--- config.mk ---
export PLATFORM = sky130hd
export DESIGN_NAME = hamming_secded_decoder
export DESIGN_NICKNAME = d
export VERILOG_FILES = /design/src/rtl/hamming_pkg.sv /design/src/rtl/hamming_syndrome_calc.sv /design/src/rtl/hamming_secded_decoder.sv
export SDC_FILE = /design/constraint.sdc
export NUM_CORES = 1
export LEC_CHECK = 0
export ABC_AREA = 1
export CORE_AREA = 4 4 99 101
export DETAILED_ROUTE_END_ITERATION = 10
export DIE_AREA = 0 0 103 105
export SYNTH_ARGS = -nofsm -noshare
export SYNTH_HDL_FRONTEND = slang
export SYNTH_SLANG_ARGS = --single-unit
--- constraint.sdc ---
create_clock -name clk -period 1.51 [get_ports clk]
set_input_delay 0.302 -clock clk [delete_from_list [all_inputs] [get_ports clk]]
set_output_delay 0.302 -clock clk [all_outputs]
set_load 0.005 [all_outputs]
--- src/rtl/hamming_pkg.sv ---
// hamming_pkg: shared sizing helpers, Hamming position mapping and error classes
package hamming_pkg;

   typedef enum logic [1:0] {CLEAN, SEC, SEC_PBIT, DED} err_class_t;

   function automatic int calc_par_w(input int data_w);
      int r = 0;
      for (int k = 1; k < 32; k++)
         if (r == 0 && (1 << k) >= data_w + k + 1) r = k;
      return r;
   endfunction

   function automatic bit is_pow2(input int p);
      return p != 0 && (p & (p - 1)) == 0;
   endfunction

   // Data bit i lives at the (i+1)-th non-power-of-two position.
   function automatic int data_pos(input int i);
      int n = 0;
      int pos = 0;
      for (int p = 1; p <= i + 33; p++)
         if (pos == 0 && !is_pow2(p)) begin
            if (n == i) pos = p;
            n++;
         end
      return pos;
   endfunction

endpackage

--- src/rtl/hamming_syndrome_calc.sv ---
// hamming_syndrome_calc: syndrome (XOR of set-bit positions) and overall parity of a codeword
module hamming_syndrome_calc #(
   parameter int CW_W  = 8,
   parameter int PAR_W = 3
) (
   input  logic [CW_W-1:0]  cw,
   output logic [PAR_W-1:0] s,
   output logic             q
);

   always_comb begin
      s = '0;
      for (int p = 1; p < CW_W; p++) s = s ^ (cw[p-1] ? PAR_W'(p) : '0);
      q = ^cw;
   end

endmodule

--- src/rtl/hamming_secded_decoder.sv ---
// hamming_secded_decoder: two-stage SECDED decoder with valid/ready flow control
// and saturating single/double error counters.
module hamming_secded_decoder
   import hamming_pkg::*;
#(
   parameter  int DATA_W = 4,
   parameter  int CNT_W  = 16,
   localparam int PAR_W  = calc_par_w(DATA_W),
   localparam int CW_W   = DATA_W + PAR_W + 1
) (
   input  logic              clk,
   input  logic              rst,
   input  logic              in_valid,
   output logic              in_ready,
   input  logic [CW_W-1:0]   in_cw,
   input  logic              correct_en,
   output logic              out_valid,
   input  logic              out_ready,
   output logic [DATA_W-1:0] out_data,
   output logic              out_sec,
   output logic              out_ded,
   output logic [PAR_W:0]    out_err_pos,
   input  logic              cnt_clr,
   output logic [CNT_W-1:0]  sec_count,
   output logic [CNT_W-1:0]  ded_count
);

   localparam logic [PAR_W:0] MAX_POS  = (PAR_W + 1)'(CW_W - 1);
   localparam logic [PAR_W:0] POS_PBIT = (PAR_W + 1)'(CW_W);

   logic [PAR_W-1:0]  syn;
   logic              par;
   logic [DATA_W-1:0] raw_data, dec_data;
   logic              s1_valid_q, s1_valid_d, s1_par_q, s1_par_d, s1_cen_q, s1_cen_d;
   logic [DATA_W-1:0] s1_data_q, s1_data_d;
   logic [PAR_W-1:0]  s1_s_q, s1_s_d;
   logic              out_valid_q, out_valid_d, out_sec_q, out_sec_d, out_ded_q, out_ded_d;
   logic [DATA_W-1:0] out_data_q, out_data_d;
   logic [PAR_W:0]    out_pos_q, out_pos_d;
   logic [CNT_W-1:0]  sec_cnt_q, sec_cnt_d, ded_cnt_q, ded_cnt_d;
   logic              s2_can_load, s1_load, s2_load, xfer, fix_en;
   err_class_t        cls;

   hamming_syndrome_calc #(.CW_W(CW_W), .PAR_W(PAR_W)) u_syn (
      .cw (in_cw),
      .s  (syn),
      .q  (par)
   );

   // Stage 1 keeps only the data bits; stage 2 flips the one addressed by the syndrome.
   for (genvar i = 0; i < DATA_W; i++) begin : g_data
      localparam int P = data_pos(i);
      assign raw_data[i] = in_cw[P-1];
      assign dec_data[i] = s1_data_q[i] ^ (fix_en && s1_s_q == PAR_W'(P));
   end

   assign cls = (s1_s_q == '0) ? (s1_par_q ? SEC_PBIT : CLEAN)
              : (s1_par_q && {1'b0, s1_s_q} <= MAX_POS) ? SEC : DED;
   assign fix_en      = s1_cen_q && cls == SEC;
   assign s2_can_load = !out_valid_q || out_ready;
   assign in_ready    = !s1_valid_q || s2_can_load;
   assign s1_load     = in_valid && in_ready;
   assign s2_load     = s1_valid_q && s2_can_load;
   assign xfer        = out_valid_q && out_ready;

   always_comb begin
      s1_valid_d  = s1_load || (s1_valid_q && !s2_can_load);
      s1_data_d   = s1_load ? raw_data : s1_data_q;
      s1_s_d      = s1_load ? syn : s1_s_q;
      s1_par_d    = s1_load ? par : s1_par_q;
      s1_cen_d    = s1_load ? correct_en : s1_cen_q;
      out_valid_d = s2_can_load ? s1_valid_q : out_valid_q;
      out_data_d  = s2_load ? dec_data : out_data_q;
      out_sec_d   = s2_load ? (cls == SEC || cls == SEC_PBIT) : out_sec_q;
      out_ded_d   = s2_load ? cls == DED : out_ded_q;
      out_pos_d   = !s2_load ? out_pos_q : cls == SEC ? {1'b0, s1_s_q} : cls == SEC_PBIT ? POS_PBIT : '0;
      sec_cnt_d   = cnt_clr ? '0 : (xfer && out_sec_q && sec_cnt_q != '1) ? sec_cnt_q + 1'b1 : sec_cnt_q;
      ded_cnt_d   = cnt_clr ? '0 : (xfer && out_ded_q && ded_cnt_q != '1) ? ded_cnt_q + 1'b1 : ded_cnt_q;
   end

   always_ff @(posedge clk or posedge rst) begin
      if (rst) begin
         s1_valid_q  <= 1'b0;
         s1_data_q   <= '0;
         s1_s_q      <= '0;
         s1_par_q    <= 1'b0;
         s1_cen_q    <= 1'b0;
         out_valid_q <= 1'b0;
         out_data_q  <= '0;
         out_sec_q   <= 1'b0;
         out_ded_q   <= 1'b0;
         out_pos_q   <= '0;
         sec_cnt_q   <= '0;
         ded_cnt_q   <= '0;
      end else begin
         s1_valid_q  <= s1_valid_d;
         s1_data_q   <= s1_data_d;
         s1_s_q      <= s1_s_d;
         s1_par_q    <= s1_par_d;
         s1_cen_q    <= s1_cen_d;
         out_valid_q <= out_valid_d;
         out_data_q  <= out_data_d;
         out_sec_q   <= out_sec_d;
         out_ded_q   <= out_ded_d;
         out_pos_q   <= out_pos_d;
         sec_cnt_q   <= sec_cnt_d;
         ded_cnt_q   <= ded_cnt_d;
      end
   end

   assign out_valid   = out_valid_q;
   assign out_data    = out_data_q;
   assign out_sec     = out_sec_q;
   assign out_ded     = out_ded_q;
   assign out_err_pos = out_pos_q;
   assign sec_count   = sec_cnt_q;
   assign ded_count   = ded_cnt_q;

endmodule
After elaboration in Yosys (flattened, before gate mapping)
Index checks and enable logic that the tools add are counted.
{ "op_classes": {"n_eq_ne": 9, "order_cmp": 0, "bitwise": 10, "mul": 0, "n_div": 0, "n_reduce_logical": 24, "mux": 16, "shift": 0, "addsub": 2} }
{ "op_table": {"columns": ["op", "count"], "rows": [
  ["2-to-1 mux 16 bit", 4],
  ["adder 16 x 1 -> 16 bit (second input constant)", 2],
  ["!= test 16 bit (second input constant)", 2],
  ["XOR 3 bit", 6],
  ["logical AND 1 bit", 13],
  ["2-to-1 mux 3 bit", 4],
  ["2-to-1 mux 2 bit", 5],
  ["== test 3 bit (second input constant)", 3],
  ["2-to-1 mux 4 bit", 2],
  ["XOR reduction 8 bit", 1],
  ["== test 2 bit (second input constant)", 2],
  ["logical OR 1 bit", 4],
  ["nonzero test 2 bit", 2],
  ["XOR 1 bit", 4],
  ["== test 3 x 2 -> 1 bit (second input constant)", 1],
  ["logical NOT 1 bit", 3],
  ["logical NOT 3 bit", 1],
  ["== test 2 x 1 -> 1 bit (second input constant)", 1],
  ["2-to-1 mux 1 bit", 1]
]} }
{ "totals": {"ff_bits": 53, "mem_bits_ro": 0, "latch_bits": 0, "mem_bits_rw": 0, "mem_count": 0, "elab_cells": 73} }

Depth between registers and ports, before layout
Gate-level depths: netlist of run 1.
{ "logic_depth": {"depth_word": 7, "depth_mapped": 10, "depth_no_buf": 10} }

Hierarchy
From an unflattened synthesis of run 1, not the netlist that was laid out.
{ "unflattened": {"hier_cells": 413, "hier_area_um2": 3091.7} }
{ "by_module_without_submodules": {"columns": ["mod", "seq_area_each_um2", "area_each_um2", "instances", "cells_per_inst"], "rows": [
  ["hamming_secded_decoder", 1326.3, 2847.7, 1, 367],
  ["hamming_syndrome_calc", 0.0, 244.0, 1, 46]
]} }

Worst setup path after synthesis of run 1
No wires, ideal clock.
{ "synth_timing": {"path_kind": "register to register", "startpoint": "reg ded_cnt_q[0] (netlist: ded_count[0])", "endpoint": "reg ded_cnt_q[13] (netlist: ded_count[13])", "arrival_ns": 1.351, "synth_period_minus_slack_ns": 1.470, "path_stages_with_launch": 11, "path_slack_ns": 0.040, "path_cell_list": "dfrtp_1 > ha_1 > nand2_1 > nor2_1 > nand2_1 > nor2_4 > nor2_4 > nor2_4 > buf_6 > nand2_1 > nand2_1"} }
{ "synth_via": {"elab_chain_cells": 3, "elab_cells_between_ends": 6, "classes_between": "add/sub: 1; eq/ne: 1; mux: 2; reduce/logical: 2"} }
{ "synth_lines": {"columns": ["element", "line", "text"], "rows": [
  ["from (decl)", "hamming_secded_decoder.sv:40", "logic [CNT_W-1:0] sec_cnt_q, sec_cnt_d, ded_cnt_q, ded_cnt_d;"],
  ["from (signal assigned)", "hamming_secded_decoder.sv:107", "ded_cnt_q <= ded_cnt_d;"],
  ["adder 16 x 1 -> 16 bit or != test 16 bit (tied branches)", "hamming_secded_decoder.sv:78", "ded_cnt_d = cnt_clr ? '0 : (xfer && out_ded_q && ded_cnt_q != '1) ? ded_cnt_q + 1'b1 : ded_cnt_q;"],
  ["2-to-1 mux 16 bit or logical AND 1 bit (tied branches)", "hamming_secded_decoder.sv:78", null],
  ["2-to-1 mux 16 bit or nonzero test 2 bit (tied branches)", null, null]
]} }
Parallel ways exist; a longest one is shown, timed or not. The select of a mux whose other input is x is not followed.
A chain may end at the register's enable or synchronous reset.

Final worst setup path of run 1
{ "layout_timing": {"startpoint": "reg sec_cnt_q[1] (netlist: sec_count[1])", "endpoint": "reg sec_cnt_q[8] (netlist: sec_count[8])"} }
{ "layout_via": {"elab_chain_cells": 3, "elab_cells_between_ends": 6, "classes_between": "add/sub: 1; eq/ne: 1; mux: 2; reduce/logical: 2"} }
{ "layout_lines": {"columns": ["element", "line", "text"], "rows": [
  ["from (decl)", "hamming_secded_decoder.sv:40", null],
  ["from (signal assigned)", "hamming_secded_decoder.sv:106", "sec_cnt_q <= sec_cnt_d;"],
  ["adder 16 x 1 -> 16 bit or != test 16 bit (tied branches)", "hamming_secded_decoder.sv:77", "sec_cnt_d = cnt_clr ? '0 : (xfer && out_sec_q && sec_cnt_q != '1) ? sec_cnt_q + 1'b1 : sec_cnt_q;"],
  ["2-to-1 mux 16 bit or logical AND 1 bit (tied branches)", "hamming_secded_decoder.sv:77", null],
  ["2-to-1 mux 16 bit or nonzero test 2 bit (tied branches)", null, null]
]} }
Parallel ways exist; a longest one is shown, timed or not. The select of a mux whose other input is x is not followed.

==> out/metrics.cfg, run 1 <==
[routing]
drt_iter0_markers=145
ant_nets=0
wl_per_cell_um=12.5
drc=0
vias=3357
firstDrtPassIters=4
routed_wl_um=8810
vias_per_cell=4.75

[place]
post-place-ws_ns=-0.222
post-place-cells=662
place.gp.congestion=0.800
hpwlAfterDp_um=6260
io_buffers=57

[global_routing]
grt.overflow.total=0
grt_usage=0.168
grt_pass1_vias=3272
grt_antenna_before_repair=0
grt_max_degree=31
grt_first_pass_wirelength_um=14600

[sta]
final.period_utilization=0.972
finalMaxSlewViolations=0
period_needed_ns=1.47
whs_ns=0.380
tns_ns=0
clock_skew_ns=0.0162
hold_viol=0
finalSetupViolations=0
finalWorstSetupSlack_ns=0.0429
worst_pin_slew_ns=0.424
slew_headroom=0.715
fmax_mhz=682
grt_setup_unrepaired=yes

[pwr]
power_leakage_nw=2.67
peakVddDrop_mv=0.410
p_total_w=0.00322
p_per_area_nw_per_um2=670

[layout]
drive_above_1_share=0.266
antenna_cells=0
final_nets=610
area_growth_pct=53.0
instances_no_fill=706

[yosys]
yosysWarnings=0
syn_avg_cell_area_um2=7.00
yosys.cell_types.count=24
yosysSeqAreaShare=0.423
synth_nets=464
ys_ff_latch=53
synthCells=448
synth_area_um2=3140

[critical_path]
critPathCaptureType=flip-flop
path_buf_inv=2
crit_path_frequent_cell=nand2_4
worstPathArrival_ns=1.72
startpoint_type=flip-flop
crit_type=reg -> reg
crit_required_ns=1.76
path_cells=ha_4 -> nand2_4 -> nor2_4 -> nand2_4 -> buf_6 -> inv_4 -> nand2_4 -> nand2_4 -> nand2_4 -> o21ai_2
max_stage_delay_ns=0.41
crit_slowest_cell=dfrtp_1
path_delay_family=simple AND/OR/NAND/NOR gates
crit_path_max_fanout=4

[clock_network]
clk_pin_slew_worst_paths_ns=0.11
cts_buffers=5
clock-sinks=53
cts.path.max_buffers=2
cts-root-buf=clkbuf_8
htree_num_levels=2
cts_tree=built
clk_latency_ns=0.32

[floorplanning]
initial_core_util=0.348
die_y_um=105
num_rows=35
fp.dieW_um=103
core_area_um2=9020
ios=58
die_area_um2=10800

[outcome]
status=completed

[hold_path]
hold_path.class=in -> async

[flow_run]
drv_cap=0

==> worst register-to-register path, delay by kind of cell, from the launching register on <==
family                     cells  cell delay, ns
AOI/OAI and AO/OA              1            0.15
adders and majority gates      1            0.17
buffers and inverters          2            0.19
DFF                            1            0.41
and+or+nand+nor                6            0.48
==> power breakdown <==
| part | total (W) | internal [W] | switching, W |
|---|---|---|---|
| clock | 0.000863 | 0.000336 | 0.000526 |
| combinational | 0.000721 | 0.000345 | 0.000377 |
| sequential | 0.00163 | 0.00154 | 0.0000950 |
==> registers in the layout, summed over array words and instances, names as in the netlist <==
| name | count |
|---|---|
| out_ded | 1 |
| out_err_pos | 4 |
| s1_cen_q | 1 |
| s1_valid_q | 1 |
| sec_count | 16 |
| out_sec | 1 |
| out_data | 4 |
| out_valid | 1 |
| s1_s_q | 3 |
| s1_data_q | 4 |
| ded_count | 16 |
| s1_par_q | 1 |
==> per-stage QoR <==
step,instance area (um2),util
floorplan,3140,-
global placement,4240,0.470
detailed placement,4240,0.470
CTS,4570,0.506
global route,4800,0.532
finish,4800,0.532
==> final timing paths <==
path | start | endpoint | slack (ns) | cells past startpoint
setup / recovery | sec_count[1] | sec_count[8] | 0.04 | 10
hold / removal | rst | ded_count[13] | 0.38 | 3
setup reg to reg | sec_count[1] | sec_count[8] | 0.04 | 10
hold reg to reg | s1_cen_q | s1_cen_q | 0.49 | 2
max in group asynchronous | rst | ded_count[12] | 0.95 | 3
min in group clk | out_ready | out_valid | 0.38 | 5
==> repair_timing <==
action / in CTS / in global routing
buffers inserted: 30 / 5
endpoints found under the setup margin: 68 / 38
hold buffers: 0 / 0
cloned: 1 / 0
resized for setup: 64 / 60
pin swaps: 4 / 19
==> cells by family after synthesis <==
| logic type | after synthesis | synth area share |
|---|---|---|
| xor+xnor | 23 | 0.0642 |
| compound gates | 32 | 0.0558 |
| flops | 53 | 0.423 |
| buf+inv | 62 | 0.0781 |
| simple gates | 276 | 0.371 |
| fa+ha+maj | 2 | 0.00797 |
==> cell usage in the layout (no fill, tap or decap) <==
cell type	Yosys	routed
xnor2_1	9	9
inv_4	0	2
nor3_1	2	2
nand4_1	12	12
xor2_1	14	14
dfrtp_1	53	46
o21bai_1	5	5
dfrtp_2	0	7
a31oi_1	2	2
nand2_1	170	157
nand2_2	2	8
nand3_1	39	37
dlymetal6s2s_1	0	6
buf_4	1	80
or2_2	1	1
nand2_4	0	7
buf_12	0	2
buf_6	1	7
a21oi_1	1	1
inv_2	1	5
inv_6	0	1
dlygate4sd2_1	0	39
nor2_4	4	11
o21ai_0	24	18
ha_4	0	2
clkbuf_8	0	5
o21ai_1	0	2
o21ai_2	0	4
clkinvlp_4	0	2
nand3_4	0	1
nor2_1	42	29
nand3_2	0	1
clkdlybuf4s50_1	0	12
clkinv_4	0	1
inv_1	53	46
nor2_2	4	11
==> metal layers <==
layer | up-vias | wire length, um | GRT usage
met3 | 14 | 334 | 0.0240
met5 | - | 0 | 0
li1 | 1697 | - | -
met4 | 0 | 191 | 0.0453
met1 | 1583 | 3730 | 0.207
met2 | 63 | 4550 | 0.299
==> cells in the mapped netlist, drive strengths merged <==
cell type / count / share of area
buf: 5 / 0.010
ha: 2 / 0.0080
dfrtp: 53 / 0.42
xnor2: 9 / 0.025
a31oi: 2 / 0.0040
xor2: 14 / 0.039
nor2: 50 / 0.073
nand4: 12 / 0.024
o21bai: 5 / 0.012
nand3: 39 / 0.062
o21ai: 24 / 0.038
nor3: 2 / 0.0032
clkbuf: 3 / 0.0036
a21oi: 1 / 0.0016
inv: 54 / 0.065
nand2: 172 / 0.21
or2: 1 / 0.0020
==> area by class of cell <==
type | instances | area (um2)
Clock buffer | 5 | 68.8
Clock inverter | 3 | 25.0
Fill cell | 864 | 4220
Inverter | 54 | 211
Multi-Input combinational cell | 334 | 1770
Sequential cell | 53 | 1340
Tap cell | 111 | 139
Timing Repair Buffer | 146 | 1260
(Power assumes the default switching activity.)
==> run 2: changes to the inputs <==
- CORE_AREA: 4 4 99 101 -> 4 4 98 100
- DIE_AREA: 0 0 103 105 -> 0 0 102 104
- HOLD_SLACK_MARGIN: unset -> 0.08
- REMOVE_ABC_BUFFERS: unset -> 1
- SYNTH_HIERARCHICAL: unset -> 1
==> run 2 against run 1 <==
  * The flow now finishes with violations (setup timing)
  * Cell count is 4.5% lower
  * Synthesized cell count shrank 7.8%
  * Flip-flop and latch count unchanged
  * Sequential power barely moved
  * Via count shrank 6.7%
  * Highest routed layer unchanged
==> out/metrics.cfg, run 2 <==
[outcome]
status=finished with violations
violations=setup timing

[sta]
worst_pin_slew_ns=0.332
finalSetupViolations=8
hold_viol=0
grt_setup_unrepaired=yes
finalMaxSlewViolations=0
finalWorstSetupSlack_ns=-0.0140
fmax_mhz=656
clock_skew_ns=0.0109
final.period_utilization=1.01
period_needed_ns=1.52
slew_headroom=0.777

[layout]
final_cell_mix=158 x nand2_1, 89 x buf_4, 51 x dfrtp_1
instances_no_fill=674
layout.cells.most_common=nand2_1
area_growth_pct=52.5
final_nets=582
drive_above_1_share=0.272
antenna_cells=0

[routing]
wl_per_cell_um=12.6
vias_per_cell=4.65
routed_wl_um=8530
vias=3131
firstDrtPassIters=4
ant_nets=0
drc=0
drt_iter0_markers=79

[critical_path]
crit_path_max_fanout=8
path_cells=buf_4 -> nand2_1 -> nor2_2 -> nand2_2 -> nor2_4 -> nor2_4 -> nor2_4 -> nand2_1 -> nand2_1
path_delay_family=simple AND/OR/NAND/NOR gates
max_stage_delay_ns=0.38
path_buf_inv=1
startpoint_type=flip-flop
cp.depth=9
worstPathArrival_ns=1.77
crit_required_ns=1.76
crit_type=reg -> reg
worst_r2r_path_depth=9
critPathCaptureType=flip-flop
crit_slowest_cell=dfrtp_1

[yosys]
synthCells=413
yosysMostFrequentCell=nand2_1
yosys.cell_types.count=30
synth_edf_count=0
ys_ff_latch=53
yosysSeqAreaShare=0.429
synth.largest_area_cell=dfrtp_1
yosysTopAreaCellShare=0.429
synth.top_cells.by_count=166 x nand2_1, 53 x dfrtp_1, 35 x inv_1, 31 x nor2_1, 29 x nand3_1
synth_flop_cell=dfrtp_1
synth_area_um2=3090
syn_avg_cell_area_um2=7.49
async_flop_share=1.00
yosysWarnings=6
yosys-top-cells-area=dfrtp_1 43%, nand2_1 20%, nand3_1 4.7%, inv_1 4.2%, xor2_1 4.0%

[clock_network]
cts.path.max_buffers=2
clk_pin_slew_worst_paths_ns=0.10
cts_buffers=5
clock-sinks=53
cts-root-buf=clkbuf_8
clk_latency_ns=0.31
htree_num_levels=2
cts_tree=built

[place]
place.gp.congestion=0.824
io_buffers=57
post-place-ws_ns=-0.303
post-place-cells=625
hpwlAfterDp_um=6100

[floorplanning]
fp.dieW_um=102
die_area_um2=10600
core_area_um2=8680
num_rows=34
initial_core_util=0.356
die_y_um=104
ios=58

[global_routing]
grt_first_pass_wirelength_um=14000
grt_max_degree=33
grt_antenna_before_repair=0
grt_pass1_vias=3036
grt_usage=0.161
grt.overflow.total=0

[pwr]
p_per_area_nw_per_um2=716
power_leakage_nw=2.67
peakVddDrop_mv=0.464

[hold_path]
hold_path.class=in -> async

[flow_run]
drv_cap=0

[run 2: cell families (layout without fill, tap and decap cells)]
family,after synthesis,in the layout,share of synthesized area
adder cells (fa/ha/maj),2,2,0.00809
AND/OR/NAND/NOR,263,264,0.372
flip-flops,53,53,0.429
buffers and inverters,44,196,0.0599
multiplexers,5,5,0.0182
AO/OA/AOI/OAI,21,21,0.0393
XOR/XNOR,25,25,0.0733
[run 2: layer usage]
layer  vias to the layer above  global-route usage  share of wire
li1                       1612                   -              -
met1                      1457               0.201           0.44
met2                        54               0.281           0.52
met3                         8              0.0275          0.040
met4                         0              0.0450         0.0072
met5                         -                   0              0
[run 2: worst paths after layout]
path,start,end,slack [ns]
worst max register to register,ded_count[7],ded_count[0],-0.01
worst min register to register,out_err_pos[3],out_err_pos[3],0.50
worst max-delay path,ded_count[7],ded_count[0],-0.01
worst min-delay path,rst,sec_count[3],0.23
min in group clk,out_ready,out_valid,0.35
max in group asynchronous,rst,ded_count[13],0.83
[run 2: through the flow]
| step | cell area [um2] | util | power (W) | TNS [ns] | hold slack [ns] |
|---|---|---|---|---|---|
| after floorplan | 3050 | - | 0.00199 | -4.30 | 0.401 |
| after global placement | 4190 | 0.483 | 0.00243 | -7.70 | 0.476 |
| after detailed placement | 4190 | 0.483 | 0.00244 | -7.91 | 0.477 |
| after CTS | 4550 | 0.524 | 0.00342 | 0 | 0.230 |
| after global routing | 4710 | 0.543 | 0.00357 | -1.26 | 0.238 |
| final | 4710 | 0.543 | 0.00337 | -0.0775 | 0.234 |
[run 2: cell type report]
type | instances | area, um2
clock buffer | 5 | 68.8
clock inverter | 2 | 38.8
fill | 825 | 3960
inverter | 38 | 145
multi-input combinational | 317 | 1690
sequential | 53 | 1330
tap | 108 | 135
timing repair buffer | 151 | 1310
[run 2: timing repair]
item | in CTS | in global routing
resized for setup | 39 | 37
buffers inserted | 35 | 6
pin swaps | 7 | 21
hold buffers | 0 | 0
gates cloned | 1 | 0
endpoints found under the setup margin | 70 | 51
hold endpoints to repair | 0 | 0
[run 2: power breakdown]
group | switching (W) | internal [W]
clock network | 0.000469 | 0.000491
registers | 0.0000923 | 0.00155
logic | 0.000390 | 0.000385
==> run 3: changes to the inputs <==
- CORE_AREA: 4 4 98 100 -> 4 4 99 101
- DIE_AREA: 0 0 102 104 -> 0 0 103 105
- SYNTH_HIERARCHICAL: 1 -> unset
==> run 3 against run 2 <==
  * The flow still finishes with violations (setup timing)
  * Routed wire length increased by 6.9%
  * Setup slack worse by 0.0080 ns
  * Largest power group unchanged
  * Fmax shrank 0.52%
==> out/metrics.cfg, run 3 (synthesis results as in run 1) <==
[clock_network]
htree_num_levels=2
clk_pin_slew_worst_paths_ns=0.10
cts.path.max_buffers=2
cts_tree=built
clk_latency_ns=0.31
cts-root-buf=clkbuf_8
clock-sinks=53
cts_buffers=5
ctsHoldBuffers=0

[critical_path]
worstPathArrival_ns=1.79
crit_type=reg -> reg
startpoint_type=flip-flop
crit_path_max_fanout=5
critPathCaptureType=flip-flop
crit_required_ns=1.77

[sta]
hold_viol=0
final.period_utilization=1.01
tns_ns=-0.0832
worst_pin_slew_ns=0.414
fmax_mhz=653
finalSetupViolations=5
finalMaxSlewViolations=0
grt_setup_unrepaired=yes
period_needed_ns=1.53
clock_skew_ns=0.00498
finalWorstSetupSlack_ns=-0.0220
slew_headroom=0.722

[global_routing]
grt_first_pass_wirelength_um=14200
grt_antenna_before_repair=0
grt_max_degree=29
grt_usage=0.163
grt_pass1_vias=3123
grt.overflow.total=0

[routing]
routed_wl_um=9120
drc=0
vias_per_cell=4.71
firstDrtPassIters=4
wl_per_cell_um=12.7
drt_iter0_markers=100
ant_nets=0
vias=3380

[layout]
finalCoreUtilization=0.540
layout.cells.most_common=nand2_1
final_nets=621
area_growth_pct=55.2
final_cell_mix=148 x nand2_1, 90 x buf_4, 52 x dfrtp_1
drive_above_1_share=0.274
antenna_cells=0

[pwr]
p_per_area_nw_per_um2=674
power_leakage_nw=2.73
peakVddDrop_mv=0.391

[flow_run]
drv_cap=0

[floorplanning]
num_rows=35
die_area_um2=10800
die_y_um=105
fp.dieW_um=103
ios=58
core_area_um2=9020
initial_core_util=0.348

[place]
hpwlAfterDp_um=6350
post-place-ws_ns=-0.238
io_buffers=57
place.gp.congestion=0.827

[hold_path]
hold_path.class=in -> async

[outcome]
violations=setup timing
status=finished with violations

[run 3: cell count changes in the layout (fill, tap and decap cells not counted), moves of 7 or more]
cell / previous run / this run
dlygate4sd2_1: 28 / 35
inv_1: 31 / 49
nand2_1: 158 / 148
nand2_2: 9 / 19
nand3_1: 27 / 37
nor2_1: 25 / 33
o21ai_0: 9 / 16
[run 3: per-stage QoR]
step           instances  total power, W  instance area [um2]  hold slack (ns)
6_report             717         0.00328                 4870            0.217
3_3_place_gp         667         0.00237                 4270            0.466
5_1_grt              717         0.00348                 4870            0.225
2_1_floorplan        440         0.00195                 3100            0.401
4_1_cts              702         0.00323                 4550            0.217
3_5_place_dp         667         0.00238                 4270            0.474
[run 3: final cells by class]
| cell class | count | area (um2) |
|---|---|---|
| fillers | 887 | 4150 |
| clock buffers | 5 | 68.8 |
| repair buffers | 158 | 1370 |
| inverters | 54 | 205 |
| clock inverters | 3 | 26.3 |
| well taps | 111 | 139 |
| multi-input cells | 333 | 1740 |
| flip-flops and latches | 53 | 1330 |
[run 3: critical path, stage by stage (launching register included)]
cell and delay, ns:
dfrtp_1 0.38, buf_4 0.15, nand2_1 0.08, nor2_2 0.16
nand2_2 0.09, nor2_4 0.13, nor2_4 0.06, nor2_4 0.15
clkbuf_16 0.19, nand2_2 0.04, nand2_1 0.05
[run 3: per-layer routing]
metal,vias to the layer above,wire length [um],global-route usage
met5,-,0,0
met4,0,153,0.0537
met3,14,395,0.0227
met2,74,4580,0.273
met1,1578,3990,0.212
li1,1714,-,-
[run 3: power breakdown]
| part | switching, W | internal (W) | total (W) | leakage (nW) |
|---|---|---|---|---|
| combinational | 0.000394 | 0.000397 | 0.000791 | 1.98 |
| sequential | 0.0000962 | 0.00154 | 0.00163 | 0.703 |
| clock | 0.000519 | 0.000339 | 0.000858 | 0.0487 |
| total | 0.00101 | 0.00227 | 0.00328 | 2.73 |
[run 3: path summary, 6_finish.rpt]
kind                                from       endpoint  slack (ns)  depth (start not counted)
max in group asynchronous            rst    out_data[3]        0.87                          3
min reg2reg                     s1_cen_q       s1_cen_q        0.49                          2
max reg2reg                ded_count[14]   ded_count[6]       -0.02                         10
min in group clk                s1_cen_q       s1_cen_q        0.49                          2
min                                  rst  ded_count[15]        0.22                          2
max                        ded_count[14]   ded_count[6]       -0.02                         10
[run 3: what timing repair did]
item	in CTS	in global routing
setup buffers	27	14
endpoints found under the hold margin	0	0
resized for setup	50	68
pin swaps	3	22
cloned	0	1
setup endpoints to repair	68	38
